--- src/rtl/uart_rx_operand_packer.sv ---
// Packs UART bytes into little-endian operand pairs with a one-deep output hold register.
// Define UART_PACKER_TIMEOUT_EN to drop stale partial frames after TIMEOUT_CYCLES idle cycles.
module uart_rx_operand_packer #(
  parameter int SIZE_DATA      = 8,
  parameter int SIZE_WORD      = 32,
  parameter int TIMEOUT_CYCLES = 100000
) (
  input  logic                 i_clk,
  input  logic                 i_rst_n,
  input  logic [SIZE_DATA-1:0] i_byte,
  input  logic                 i_byte_valid,
  input  logic                 i_flush,
  input  logic                 i_ready,
  output logic [SIZE_WORD-1:0] o_operand_a,
  output logic [SIZE_WORD-1:0] o_operand_b,
  output logic                 o_valid,
  output logic                 o_err_overrun,
  output logic                 o_err_timeout
);
  localparam int NB = 2 * SIZE_WORD / SIZE_DATA;
  localparam int AW = $clog2(NB);
  localparam int CW = AW + 1;

  if (SIZE_WORD % SIZE_DATA != 0) begin : g_bad_width
    $error("SIZE_WORD must be a multiple of SIZE_DATA");
  end
  if (TIMEOUT_CYCLES < 2) begin : g_bad_timeout
    $error("TIMEOUT_CYCLES must be at least 2");
  end

  typedef enum logic {EMPTY = 1'b0, FULL = 1'b1} out_state_t;

  out_state_t             state_q;
  logic [CW-1:0]          cnt_q;
  logic [SIZE_DATA-1:0]   asm_q [NB];
  logic [2*SIZE_WORD-1:0] frame;
  logic                   last, xfer, take, drop, expire;

  // The final byte is never stored; it goes straight into the output register.
  always_comb begin
    last  = (cnt_q == CW'(NB - 1));
    xfer  = (state_q == FULL) && i_ready;
    take  = i_byte_valid && !i_flush && (!last || state_q == EMPTY || i_ready);
    drop  = i_byte_valid && !i_flush && last && state_q == FULL && !i_ready;
    frame = '0;
    for (int k = 0; k < NB; k++)
      frame[k*SIZE_DATA +: SIZE_DATA] = (k == NB - 1) ? i_byte : asm_q[k];
  end

  assign o_valid = (state_q == FULL);

  always_ff @(posedge i_clk or negedge i_rst_n) begin
    if (!i_rst_n) begin
      state_q       <= EMPTY;
      cnt_q         <= '0;
      o_operand_a   <= '0;
      o_operand_b   <= '0;
      o_err_overrun <= 1'b0;
      for (int k = 0; k < NB; k++) asm_q[k] <= '0;
    end else begin
      o_err_overrun <= drop;
      if (i_flush) begin
        state_q     <= EMPTY;
        cnt_q       <= '0;
        o_operand_a <= '0;
        o_operand_b <= '0;
        for (int k = 0; k < NB; k++) asm_q[k] <= '0;
      end else if (take && last) begin
        state_q     <= FULL;
        cnt_q       <= '0;
        o_operand_a <= frame[SIZE_WORD-1:0];
        o_operand_b <= frame[2*SIZE_WORD-1:SIZE_WORD];
      end else begin
        if (xfer) state_q <= EMPTY;
        if (take) begin
          asm_q[cnt_q[AW-1:0]] <= i_byte;
          cnt_q                <= cnt_q + CW'(1);
        end else if (expire) begin
          cnt_q <= '0;
        end
      end
    end
  end

`ifdef UART_PACKER_TIMEOUT_EN
  localparam int TW = $clog2(TIMEOUT_CYCLES);
  logic [TW-1:0] tmr_q;

  assign expire = (cnt_q != '0) && (tmr_q == TW'(TIMEOUT_CYCLES - 1));

  // A byte landing on the expiry cycle wins and restarts the gap measurement.
  always_ff @(posedge i_clk or negedge i_rst_n) begin
    if (!i_rst_n) begin
      tmr_q         <= '0;
      o_err_timeout <= 1'b0;
    end else begin
      o_err_timeout <= expire && !i_flush && !take;
      if (i_flush || take || expire || cnt_q == '0) tmr_q <= '0;
      else                                          tmr_q <= tmr_q + TW'(1);
    end
  end
`else
  assign expire        = 1'b0;
  assign o_err_timeout = 1'b0;
`endif

endmodule
--- config.mk ---
export PLATFORM = sky130hd
export DESIGN_NAME = uart_rx_operand_packer
export DESIGN_NICKNAME = d
export VERILOG_FILES = /design/src/rtl/uart_rx_operand_packer.sv
export SDC_FILE = /design/constraint.sdc
export NUM_CORES = 1
export LEC_CHECK = 0
export CAP_MARGIN = 10
export CORE_ASPECT_RATIO = 1.5
export CORE_MARGIN = 4
export CORE_UTILIZATION = 35
export CTS_CLUSTER_DIAMETER = 50
export CTS_CLUSTER_SIZE = 12
export DETAILED_ROUTE_END_ITERATION = 8
export DONT_BUFFER_PORTS = 1
export GPL_TIMING_DRIVEN = 0
export PLACE_DENSITY_LB_ADDON = 0.3
export SYNTH_ARGS = -nofsm -noshare
export SYNTH_HDL_FRONTEND = slang
export SYNTH_SLANG_ARGS = --single-unit
--- constraint.sdc ---
create_clock -name i_clk -period 2.1 [get_ports i_clk]
set_input_delay 0.315 -clock i_clk [delete_from_list [all_inputs] [get_ports i_clk]]
set_output_delay 0.315 -clock i_clk [all_outputs]
set_load 0.03 [all_outputs]
Word-level counts from Yosys, hierarchy flattened:

Cells that the tools add are included.

* register bits after elaboration: 134
* latch bits: 0
* bits in writable memories: 0
* ROM bits: 0
* bits of input ports: 13
* word-level logic and storage cells: 54
* memories kept: 0

* $add $sub $neg: 1
* multipliers: 0
* divide/modulo/power cells: 0
* magnitude comparators: 2
* eq/ne operators: 2
* shift operators: 0
* muxes and demuxes: 16
* bitwise operators: 2
* reduce and logical (&&, ||, !) cells: 18

Operators with widths (number)
* 2-to-1 mux 64 bit: 3
* 2-to-1 mux 32 bit: 4
* bitwise mux 64 bit: 1
* demux 8 bit (select 3 bit): 1
* 2-to-1 mux 4 bit: 3
* logical AND 1 bit: 8
* 2-to-1 mux 8 bit: 1
* nonzero test 3 bit: 2
* adder 4 x 1 -> 4 bit (second input constant): 1
* equality test 4 x 3 -> 1 bit (second input constant): 1
* >= comparator 4 bit (second input constant): 1
* < comparator 4 x 1 -> 1 bit (second input constant): 1
* NOT 3 -> 4 bit: 1
* nonzero test 2 bit: 2
* zero test 1 bit: 3
* 2-to-1 mux 1 bit: 3
* logical OR 1 bit: 2
* != test 2 bit (second input constant): 1
* AND reduction 2 bit: 1
* NOT 1 bit: 1

Longest topological paths before layout:

Gate-level depths: netlist of run 1.

* word-level depth: 9
* depth in mapped cells: 6
* depth with buffers taken out: 4

Worst setup path after synthesis of run 1:

No wires, ideal clock.

* kind: register -> register
* from: register cnt_q[0]
* to: register cnt_q[0]
* library setup time: 125 ps
* arrival time: 1513 ps
* data required time: 1975 ps
* slack: 462 ps
* cell stages (with the launch flop): 6
* path buffers: 1
* cells stage by stage: dfrtp_1 -> ha_1 -> nor2b_1 -> buf_2 -> a31oi_2 -> mux2_2

* word-level cells in the longest chain between the ends: 8

RTL lines
* from (decl): line 34 `logic [CW-1:0] cnt_q;`
* from (signal assigned): line 77 `cnt_q <= cnt_q + CW'(1);`
* parallel branches: the longest is 8 deep, another holds adder 4 x 1 -> 4 bit

Several ways; the timed one is not identified. The select of a mux whose other input is x is not followed.
A chain may end at the register's enable or synchronous reset.

Worst setup path in the final report of run 1:

* from: register cnt_q[0]
* to: register o_operand_a[25]

* word-level cells in the longest chain between the ends: 7

RTL lines
* equality test 4 x 3 -> 1 bit *: line 41 `last = (cnt_q == CW'(NB - 1));`
* zero test 1 bit: line 43 `take = i_byte_valid && !i_flush && (!last || state_q == EMPTY || i_ready);`
* logical OR 1 bit (2 in series): line 43
* logical AND 1 bit: line 43
* logical AND 1 bit *: line 68 `end else if (take && last) begin`
* nonzero test 2 bit (no source line) *
* to (signal assigned): line 71 `o_operand_a <= frame[SIZE_WORD-1:0];`
* to (decl): line 14 `output logic [SIZE_WORD-1:0] o_operand_a,`

Every way passes the cells marked *; elsewhere a longest branch is shown, timed or not.

==> results of run 1 <==
[per-layer routing]
metal	part of all wire [%]	wire (um)
met5	0	0
met3	6.3	999
met1	39	6160
met4	2.8	455
met2	52	8360
[area by class of cell]
type / count / area [um2]
Tap cell: 203 / 254
Multi-Input combinational cell: 376 / 2150
Fill cell: 1607 / 9270
Clock buffer: 20 / 467
Clock inverter: 12 / 135
Inverter: 1 / 3.75
Buffer: 74 / 403
Sequential cell: 126 / 3150
[path summary, 6_finish.rpt]
path                              endpoint  slack (ps)
setup / recovery           o_operand_a[25]         210
hold / removal             o_operand_b[29]        -400
min in group i_clk           o_err_overrun         210
hold reg to reg                  asm_q[59]         510
setup reg to reg           o_operand_a[25]         210
max in group asynchronous  o_operand_a[23]        2270
[cell usage in the layout, fill, tap and decap left out, types with 17 or more instances in the layout]
master     instances
dfrtp_1          126
a21oi_1           91
o21ai_0           65
nand3_1           64
buf_2             28
clkbuf_1          27
nor2_1            26
nand2b_1          22
nand2_1           18
mux2i_1           17
clkbuf_16         17
[flip-flops by register name (all words and copies together), names as in the netlist]
name / cells
o_operand_b: 32
o_operand_a: 32
cnt_q: 4
o_valid: 1
asm_q: 56
o_err_overrun: 1
[power breakdown]
part	internal, mW	total [mW]	switching, mW
registers	2.46	2.48	0.0217
clock network	1.85	2.97	1.12
logic	0.0880	0.271	0.183
[worst max-delay path: stages (launching register included)]
cell and delay, ps:
dfrtp_1 420, ha_1 300, nand4b_1 130, buf_2 270, clkbuf_1 360, o21ai_0 140, a21oi_1 190
[cell families after synthesis]
family / after synthesis
AOI/OAI and AO/OA: 192
and+or+nand+nor: 164
DFF: 126
buffers and inverters: 75
muxes: 18
adders and majority gates: 1
other: 1
==> results by group, run 1 <==
Synth
  – FFs w/ async S/R, synth: between 90% and 100%
  – Sequential element share of the synthesized area: 55.3%
  – Mux cell area share after synthesis: 3.18%
  – Synth Net Count: a little under 600
  – Synth Area in Simple Gates: 15.2%
  – Synth Area in Adders: less than 1%
  – YS warnings: 0
  – Ys flop type: dfrtp_1
  – Main combinational cell family by area after synthesis: compound AO/OA/AOI/OAI gates
  – Cells after synthesis: 577
  – Synth Register Bits: between 100 and 150
  – Synthesized cell area: between 5000 and 6000 um2
  – Yosys top cell by area: dfrtp_1
  – Number of flops mapped to enable cells by yosys: 0
  – Synth top area cells: dfrtp_1 (55%), a21oi_1 (8.0%), o21ai_0 (5.7%)
  – Post-synth top cells: dfrtp_1 (126), a21oi_1 (91), o21ai_0 (65)
  – Synth top area share: 55.3%
  – Distinct cells, synth: 36
  – Post-synthesis compound-gate area fraction: 18.9%
  – XOR/XNOR Fraction of Synth Area: 0%
  – Syn avg cell area: 9.89 um2
  – Top-count cell post-synth: dfrtp_1

Cells and area
  – Area growth syn-to-layout: 15.0%
  – Layout Cells excl Fill: 812
  – Nets@finish: 610
  – Layout cells sized above 1: about an eighth
  – Fin area: around 6600 um2
  – N_diodes: 0
  – Core Util, Final: 41.4%

Clock tree
  – CTS tree: done
  – Cts repair resizes: 0
  – CTS max path bufs: 2
  – CTS Root Cell: clkbuf_16
  – H-Tree Depth: 4
  – CTS Buf Count: 17
  – Reg clk slew, reported paths: about 60 ps
  – Clock sink count: 126
  – Post-CTS Setup Inserts: 0
  – Clk_lat worst skew: 420 ps

Place
  – Cell area after placement: ~6000 um2
  – DP HPWL: approximately 11 mm
  – Setup WS pre-CTS: around 220 ps
  – Port bufs: 0
  – Placed cells: 780
  – GPL Wtd Cong: 0.852

Worst setup path
  – Nature of the critical path startpoint: flip-flop
  – Launch point of the worst reg-to-reg path: cnt_q[0]
  – Maximum fanout along the worst path: 10
  – Crit end category: flip-flop
  – R2R depth: 6
  – CP Class: reg -> reg
  – Beginning of the critical path: cnt_q[0]
  – Crit path arrival time: between 2000 and 2500 ps
  – Worst Path Required: between 2000 and 2500 ps

Min path
  – Min-Delay Path Class: in -> async

Timing
  – Final Hold Fails: about 130
  – Relative slew slack: between 60% and 70%
  – Final clock skew: approximately 6.4 ps
  – Clock period minus worst slack: around 1900 ps
  – Setup WS post-layout: roughly 210 ps
  – Least-Margin Pin Slew: 576 ps
  – TNS Setup: 0 ps
  – Setup violations, final: 0
  – Hold slack: -401 ps
  – Final Cycle Share: around 90%
  – RSZ-0062 raised after global routing: false
  – Max Fclk: 529 MHz
  – Fin. max-slew vios: 0

Outcome
  – Status: complete, but fails checks
  – Failing checks: hold timing

Routing
  – Drt total wl: approximately 16 mm
  – DR iter-0 viols: 206
  – Vias per cell: roughly 5.6
  – Total number of vias: around 4.5k
  – First-pass DRT Iterations: 4
  – DRC: 0
  – Wire per inst: just under 20 um
  – ANT nets after route: 0

Global route
  – First-pass GRT wire length: between 20 and 30 mm
  – Vias in the first global route: ~4.5k
  – Antenna violations before repair: 0
  – Grt total ovfl: 0
  – GR Layer Usage met1: 19.3%
  – Largest net degree at the start of global routing: 127
  – M2 GR Usage: 31.0%
  – GRT met3 Usage: roughly 6%
  – Most used routing layer: met2
  – Total GRT Usage: between 10% and 20%

Die
  – Placeable Area: about 16000 um2
  – Die X: between 100 and 150 um
  – Die H: ~160 um
  – Initial Util: 36.0%
  – Top Ports: 80
  – Die footprint: 18400 um2
  – Rows: 56

Power
  – VDD IR max: a little under 0.5 mV
  – Power per Cell Area: 872 nW/um2
  – Total Power: ~5.7 mW
  – Leakage: ~2.7 nW

Run
  – Maximum capacitance violations: 0
Power figures use the tool's default switching activity.
==> run 2, diff against run 1 <==
CORE_MARGIN = 3   (was 4)
==> results by group, run 2 (synthesis results as in run 1) <==
Routing
  – First-pass DRT Iterations: 5 (+1)
  – Total number of vias: 4437 (-1.7%)
  – Vias per cell: 5.48 (-1.4%)
  – DRC: 0 (unchanged)
  – Wire per inst: 19.6 um (-0.24%)
  – Drt total wl: 15.9 mm (-0.48%)
  – DR iter-0 viols: 250 (+21%)
  – ANT nets after route: 0 (unchanged)

Die
  – Top Ports: 80 (unchanged)
  – Die X: 110 um (-1.8%)
  – Die footprint: 17900 um2 (-3.0%)
  – Initial Util: 36.0% (unchanged)
  – Placeable Area: 15800 um2 (unchanged)
  – Rows: 56 (unchanged)
  – Die H: 162 um (-1.2%)

Place
  – DP HPWL: 11.0 mm (-0.87%)
  – Port bufs: 0 (unchanged)
  – Placed cells: 780 (unchanged)
  – GPL Wtd Cong: 0.816 (-4.3%)

Cells and area
  – Layout Cells excl Fill: 810 (-0.25%)
  – Nets@finish: 610 (unchanged)
  – N_diodes: 0 (unchanged)
  – Area growth syn-to-layout: 15.2%
  – Commonest non-fill, non-tap cell in the layout: dfrtp_1
  – Layout cells sized above 1: 12.4% (-0.78 points)
  – Commonest non-fill, non-tap cells in the layout: dfrtp_1 (126), a21oi_1 (91), o21ai_0 (65)
  – Largest regs: asm_q (56), o_operand_a (32), o_operand_b (32)
  – Largest Register: asm_q
  – Total of fill cells in the finished design: 1577 (-1.9%)
  – Max reg flops: 56 (unchanged)

Timing
  – Clock period minus worst slack: 1920 ps (+32.9 ps)
  – Fin. max-slew vios: 0 (unchanged)
  – Final Hold Fails: 126 (unchanged)
  – RSZ-0062 raised after global routing: false
  – Hold slack: -401 ps (+0.215 ps)
  – Relative slew slack: 62.8% (+1.2 points)
  – Least-Margin Pin Slew: 558 ps (-18.2 ps)
  – Final clock skew: 9.70 ps (+3.34 ps)
  – Setup violations, final: 0 (unchanged)
  – Final Cycle Share: 91.6% (+1.6 points)
  – Max Fclk: 520 MHz (-1.7%)
  – TNS Setup: 0 ps (unchanged)

Clock tree
  – Reg clk slew, reported paths: 60 ps (about the same)
  – CTS max path bufs: 2 (unchanged)
  – H-Tree Depth: 4 (unchanged)
  – CTS Buf Count: 17 (unchanged)
  – Cts repair resizes: 0 (unchanged)
  – Clk_lat worst skew: 420 ps (about the same)
  – CTS Root Cell: clkbuf_16
  – Clock sink count: 126 (unchanged)
  – CTS tree: done
  – Post-CTS Setup Inserts: 0 (unchanged)

Worst setup path
  – Crit path arrival time: 2260 ps (+40 ps)
  – CP Class: reg -> reg
  – CP Cell Sequence: ha_1 > nand4b_1 > buf_2 > clkbuf_1 > o21ai_0 > a21oi_1
  – Reg-to-reg slack, setup: 180 ps (-30 ps)
  – Crit end category: flip-flop
  – Worst r2r dst: o_operand_a[10]
  – Maximum fanout along the worst path: 10 (unchanged)
  – Nature of the critical path startpoint: flip-flop
  – Worst Path Required: 2440 ps (about the same)
  – Critical path's slowest cell: dfrtp_1
  – Max incr delay on CP: 420 ps (about the same)
  – Cell family with most CP delay: buffers and inverters
  – Launch point of the worst reg-to-reg path: cnt_q[0]
  – R2R depth: 6 (unchanged)
  – Stages on worst setup path: 6 (unchanged)
  – CP bufs+invs: 2 (unchanged)

Min path
  – Min-Delay Path Class: in -> async

Global route
  – Total GRT Usage: 18.6% (+0.96 points)
  – Largest net degree at the start of global routing: 127 (unchanged)
  – Antenna violations before repair: 0 (unchanged)
  – First-pass GRT wire length: 25.2 mm (-0.54%)
  – Grt total ovfl: 0 (unchanged)
  – Vias in the first global route: 4587 (+1.4%)

Outcome
  – Status: complete, but fails checks
  – Failing checks: hold timing

Power
  – VDD IR max: 0.538 mV (+9.0%)
  – Leakage: 2.68 nW (+0.67%)
  – Power per Cell Area: 890 nW/um2 (+2.0%)

Run
  – Maximum capacitance violations: 0 (unchanged)
==> run 2: cell types whose count changed in the layout (fill, tap and decap cells not counted) <==
cell / previous run / this run
inv_6: 2 / 0
bufinv_16: 2 / 4
clkinv_2: 2 / 3
clkbuf_1: 27 / 30
clkinv_4: 2 / 0
clkinvlp_4: 4 / 0
==> run 2: worst max-delay path by stage <==
stage,start,endpoint,slack [ps]
after global routing,cnt_q[0],o_operand_a[6],40
after global placement,cnt_q[0],o_operand_a[13],270
after detailed placement,cnt_q[0],o_operand_a[10],180
final,cnt_q[0],o_operand_a[10],180
after floorplan,cnt_q[0],cnt_q[0],460
after CTS,cnt_q[0],o_operand_a[10],150
==> run 2: stage by stage <==
stage          hold slack (ps)  instance area, um2  setup slack [ps]  util [%]  power [mW]
3_3_place_gp              24.8                5960               273      37.6        2.79
4_1_cts                   -413                6570               147      41.5        5.88
6_report                  -401                6570               176      41.5        5.85
2_1_floorplan             19.4                5710               462         -        2.72
5_1_grt                   -418                6570              42.3      41.5        6.02
3_5_place_dp              23.8                5960               182      37.6        2.80
==> run 2: area by class of cell <==
| type | instances | area, um2 | share of cell area [%] |
|---|---|---|---|
| Sequential cell | 126 | 3150 | 48.0 |
| Clock inverter | 7 | 135 | 2.06 |
| Tap cell | 203 | 254 | 3.86 |
| Buffer | 74 | 403 | 6.13 |
| Clock buffer | 23 | 478 | 7.27 |
| Inverter | 1 | 3.75 | 0.0571 |
| Multi-Input combinational cell | 376 | 2150 | 32.6 |
==> run 2: routing by layer <==
| metal | GRT usage, % | routed length (um) | vias to the layer above |
|---|---|---|---|
| met3 | 5.32 | 1060 | 26 |
| met4 | 8.80 | 454 | 0 |
| li1 | - | - | 2098 |
| met5 | 0 | 0 | - |
| met2 | 31.9 | 8390 | 119 |
| met1 | 21.0 | 6000 | 2194 |
==> run 2: power by group <==
group	leakage, nW	total, mW	switching, mW	internal (mW)
sequential	1.75	2.48	0.0219	2.46
combinational	0.622	0.272	0.184	0.0881
clock	0.303	3.09	1.03	2.06
==> run 3, diff against run 2 <==
SKIP_CTS_REPAIR_TIMING = 1   (was unset)
==> results of run 3 <==
No change in the layout: final DEF, timing and power equal those of run 2.
